--- src/rtl/sram_rd_arbiter.sv ---
// Round-robin read-port arbiter for the shared I/O SRAM: port 0 is the conv engine row fetch,
// port 1 is host/debug readback. Bursts are bounded so neither side can starve the other.
module sram_rd_arbiter #(
    parameter int ADDR_W    = 12,
    parameter int DATA_W    = 16,
    parameter int MAX_BURST = 4
) (
    input  logic              clk,
    input  logic              reset,
    input  logic              arb_en,
    input  logic              req0_valid,
    input  logic [ADDR_W-1:0] req0_addr,
    output logic              req0_ready,
    output logic              rsp0_valid,
    output logic [DATA_W-1:0] rsp0_data,
    input  logic              req1_valid,
    input  logic [ADDR_W-1:0] req1_addr,
    output logic              req1_ready,
    output logic              rsp1_valid,
    output logic [DATA_W-1:0] rsp1_data,
    output logic [ADDR_W-1:0] sram_read_address,
    input  logic [DATA_W-1:0] sram_read_data,
    output logic              arb_busy
);
    localparam logic [3:0] BURST_LAST = 4'(MAX_BURST - 1);

    typedef enum logic [1:0] {IDLE, OWN0, OWN1} state_t;

    state_t            state_reg;
    logic              last_owner_reg;
    logic [3:0]        burst_cnt_reg;
    logic [ADDR_W-1:0] addr_reg;
    logic              tag1_valid_reg;
    logic              tag1_port_reg;
    logic [1:0]        rsp_valid_reg;

    logic [1:0]        req_valid;
    logic [ADDR_W-1:0] req_addr [2];
    logic [1:0]        req_ready;
    logic              owned;
    logic              owner;
    logic              owner_valid;
    logic              other_valid;
    logic              win_valid;
    logic              win_port;

    assign req_valid   = {req1_valid, req0_valid};
    assign req_addr[0] = req0_addr;
    assign req_addr[1] = req1_addr;

    // The owner keeps the port until its burst is spent, but only if the other side is waiting.
    always_comb begin
        owned       = (state_reg != IDLE);
        owner       = (state_reg == OWN1);
        owner_valid = req_valid[owner];
        other_valid = req_valid[~owner];
        win_valid   = 1'b0;
        win_port    = 1'b0;
        if (arb_en) begin
            if (owned && owner_valid && ((burst_cnt_reg < BURST_LAST) || !other_valid)) begin
                win_valid = 1'b1;
                win_port  = owner;
            end else if (&req_valid) begin
                win_valid = 1'b1;
                win_port  = owned ? ~owner : ~last_owner_reg;
            end else if (|req_valid) begin
                win_valid = 1'b1;
                win_port  = req_valid[1];
            end
        end
    end

    generate
        for (genvar gi = 0; gi < 2; gi++) begin : g_port
            assign req_ready[gi] = win_valid && (win_port == 1'(gi));
        end
    endgenerate

    assign req0_ready        = req_ready[0];
    assign req1_ready        = req_ready[1];
    assign rsp0_valid        = rsp_valid_reg[0];
    assign rsp1_valid        = rsp_valid_reg[1];
    assign rsp0_data         = sram_read_data;
    assign rsp1_data         = sram_read_data;
    assign sram_read_address = addr_reg;
    assign arb_busy          = (|req_valid) || tag1_valid_reg || (|rsp_valid_reg);

    always_ff @(posedge clk or posedge reset) begin
        if (reset) begin
            state_reg      <= IDLE;
            last_owner_reg <= 1'b1;
            burst_cnt_reg  <= '0;
            addr_reg       <= '0;
            tag1_valid_reg <= 1'b0;
            tag1_port_reg  <= 1'b0;
            rsp_valid_reg  <= '0;
        end else begin
            // Tag stage 1 tracks the address cycle, stage 2 lines up with SRAM data.
            tag1_valid_reg   <= win_valid;
            tag1_port_reg    <= win_port;
            rsp_valid_reg[0] <= tag1_valid_reg && !tag1_port_reg;
            rsp_valid_reg[1] <= tag1_valid_reg && tag1_port_reg;
            if (win_valid) begin
                state_reg      <= win_port ? OWN1 : OWN0;
                last_owner_reg <= win_port;
                addr_reg       <= req_addr[win_port];
                if (owned && (owner == win_port)) begin
                    burst_cnt_reg <= (burst_cnt_reg < BURST_LAST) ? burst_cnt_reg + 4'd1
                                                                   : burst_cnt_reg;
                end else begin
                    burst_cnt_reg <= '0;
                end
            end else begin
                state_reg     <= IDLE;
                burst_cnt_reg <= '0;
            end
        end
    end
endmodule

--- config.mk ---
export PLATFORM = sky130hd
export DESIGN_NAME = sram_rd_arbiter
export DESIGN_NICKNAME = d
export VERILOG_FILES = /design/src/rtl/sram_rd_arbiter.sv
export SDC_FILE = /design/constraint.sdc
export NUM_CORES = 1
export LEC_CHECK = 0
export CAP_MARGIN = 15
export CORE_AREA = 2 2 72 74
export DETAILED_ROUTE_END_ITERATION = 7
export DIE_AREA = 0 0 74 76
export PLACE_DENSITY = 0.75
export SYNTH_ARGS = -nofsm -noshare
export SYNTH_HDL_FRONTEND = slang
export SYNTH_SLANG_ARGS = --single-unit
--- constraint.sdc ---
create_clock -name clk -period 2.4 [get_ports clk]
set_clock_uncertainty 0.2 [all_clocks]
set_input_delay 0.72 -clock clk [delete_from_list [all_inputs] [get_ports clk]]
set_output_delay 0.72 -clock clk [all_outputs]
set_load 0.01 [all_outputs]
==> flow_metrics.py <==
metrics = {
    "run_status": {
        "outcome": "complete, but fails checks",
        "violations": "setup timing",
    },
    "yosys": {
        "synth-warning-count": 0,
        "ys_ff_latch": 23,
        "ys_types": 33,
        "syn_nets": 207,
        "async_flop_share": 1.00,
        "syn_inst": 161,
        "yosysSeqAreaShare": 0.361,
        "synth_edf_count": 0,
        "netlist_area_mm2": 0.00160,
        "ys_dominant_reg_cell": "dfrtp_1",
        "avgSynthCellArea_um2": 9.93,
    },
    "critical_path": {
        "critPathSlowestCell": "clkdlybuf4s50_1",
        "path_max_fanout": 3,
        "r2r.worst_path.cells": 5,
        "crit_chain": "clkdlybuf4s50_1 -> buf_4 -> nand2_8 -> a21oi_4 -> buf_6",
        "end_kind": "primary output",
        "crit_type": "in -> out",
        "cp_data_arrival_time_ns": 1.68,
        "max_stage_delay_ns": 0.52,
        "worstPathRequired_ns": 1.48,
        "cp-start-kind": "input port",
    },
    "grt": {
        "grt_max_degree": 24,
        "grt_pass1_wl_um": 6240,
        "antenna_found_initial": 0,
        "grt-ovfl-total": 0,
        "grt_pass1_vias": 1326,
        "gr-usage-all-layers": 0.141,
    },
    "timing": {
        "fin_crit_ns": 2.60,
        "fin_crit_sh": 1.08,
        "hold_viol": 0,
        "rsz0062_at_grt": "yes",
        "hold_slack_ns": 0.220,
        "setup_viol": 3,
        "final_max_slew_viol_count": 0,
        "max_clock_freq_mhz": 385,
        "tightest_slew_ns": 0.309,
        "layout_setup_ws_ns": -0.199,
        "slew_headroom": 0.794,
    },
    "drt": {
        "first_iter_violations": 71,
        "wl_um": 3760,
        "wl_per_cell_um": 14.5,
        "drtPass1Iterations": 4,
        "vias": 1249,
        "drc": 0,
        "viasPerCell": 4.82,
        "postRouteAntennaNets": 0,
    },
    "clocking": {
        "clk_pin_slew_ns": 0.08,
        "clock_latency_ns": 0.26,
        "numCtsBuffers": 3,
        "h-tree-depth": 1,
        "postCtsHoldBufs": 0,
        "root_buffer": "clkbuf_8",
        "cts_tree": "built",
        "cts_sinks": 23,
        "clk_path_buf_depth": 2,
    },
    "flow_run": {
        "maxCapViolCount": 0,
    },
    "cells_and_area": {
        "final_nets": 236,
        "antenna-diode-count": 0,
        "layout_common_cells": "40 x clkdlybuf4s50_1, 24 x mux2i_1, 22 x dfrtp_1",
        "area_growth_syn_to_layout_pct": 30.0,
        "final_common_cell": "clkdlybuf4s50_1",
        "drive_gt1_frac": 0.212,
        "final_area_mm2": 0.00208,
        "largest_reg_flops": 12,
    },
    "min_path": {
        "hold_class": "reg -> reg",
        "hold_depth": 1,
    },
    "pwr": {
        "p_leak_nw": 0.905,
        "powerDensity_mw_per_mm2": 579,
        "power_mw": 1.20,
        "peakVddDrop_mv": 0.369,
    },
    "die": {
        "die_w_um": 74,
        "ioPinCount": 94,
        "die-area_mm2": 0.00562,
        "dieHeight_um": 76,
        "rows": 26,
        "initial_core_util": 0.326,
        "core_mm2": 0.00491,
    },
    "placed_design": {
        "dp_hpwl_um": 2770,
        "numPortBuffers": 45,
        "gp_congestion": 0.782,
        "place_area_mm2": 0.00200,
        "pre_cts_ws_ns": -0.964,
    },
}
[report_power, final]
part           leakage (nW)  internal [mW]  switching [mW]
sequential            0.279          0.454          0.0602
combinational         0.603          0.262           0.184
clock                0.0228          0.119           0.125
[worst max-delay path: cells and delay by family]
kind | cells | cell delay (ns)
AND/OR/NAND/NOR | 1 | 0.05
AO/OA/AOI/OAI | 1 | 0.12
buffers and inverters | 3 | 0.80
[path summary, 6_finish.rpt]
path                                  start              endpoint  slack (ns)
setup reg to reg           burst_cnt_reg[0]  sram_read_address[4]        0.47
min in group asynchronous             reset      burst_cnt_reg[3]        0.60
hold / removal                tag1_port_reg      rsp_valid_reg[0]        0.22
setup / recovery                     arb_en            req0_ready       -0.20
hold reg to reg               tag1_port_reg      rsp_valid_reg[0]        0.22
max in group asynchronous             reset        last_owner_reg        1.11
[timing repair]
item	CTS	global route
buffers inserted	1	0
endpoints found under the setup margin	8	3
pin swaps	6	2
gates resized for setup	28	2
[layer usage]
metal	vias up	wire (um)	GRT usage
li1	597	-	-
met1	614	1570	0.164
met2	32	1980	0.245
met3	6	168	0.0344
met4	0	40	0.0509
met5	-	0	0
[logic make-up (layout without fill, tap and decap cells)]
| family | count (synthesis) | after routing | share of synthesized area |
|---|---|---|---|
| compound gates | 25 | 25 | 0.131 |
| simple gates | 38 | 38 | 0.141 |
| fa+ha+maj | 1 | 1 | 0.00782 |
| flops | 23 | 23 | 0.361 |
| buf+inv | 50 | 78 | 0.209 |
| mux | 24 | 24 | 0.150 |
[cell type report]
| class | count | area [um2] |
|---|---|---|
| Fill cell | 501 | 2830 |
| Multi-Input combinational cell | 88 | 733 |
| Timing Repair Buffer | 64 | 597 |
| Sequential cell | 23 | 577 |
| Tap cell | 70 | 87.6 |
| Clock buffer | 4 | 45.0 |
| Inverter | 10 | 40.0 |
[per-stage QoR]
stage / std cells / utilization / setup TNS [ns]
3_5_place_dp: 254 / 0.407 / -6.30
3_3_place_gp: 254 / 0.407 / -5.73
4_1_cts: 259 / 0.421 / -0.699
6_report: 259 / 0.423 / -0.484
5_1_grt: 259 / 0.423 / -0.714
2_1_floorplan: 161 / - / -0.0906
[cell usage after synthesis (all sizes together) (2+ instances only)]
library cell  number  share of area
o221ai            12          0.066
nand3              2         0.0063
dfrtp             22           0.34
and3               2         0.0078
nor2b              2         0.0078
a21oi              2         0.0086
buf               38           0.18
inv               10          0.023
nand2              8          0.029
a31oi              7          0.027
mux2i             24           0.15
nor2              11          0.026
nand3b             6          0.028
clkbuf             2         0.0047
Power figures use the tool's default switching activity.
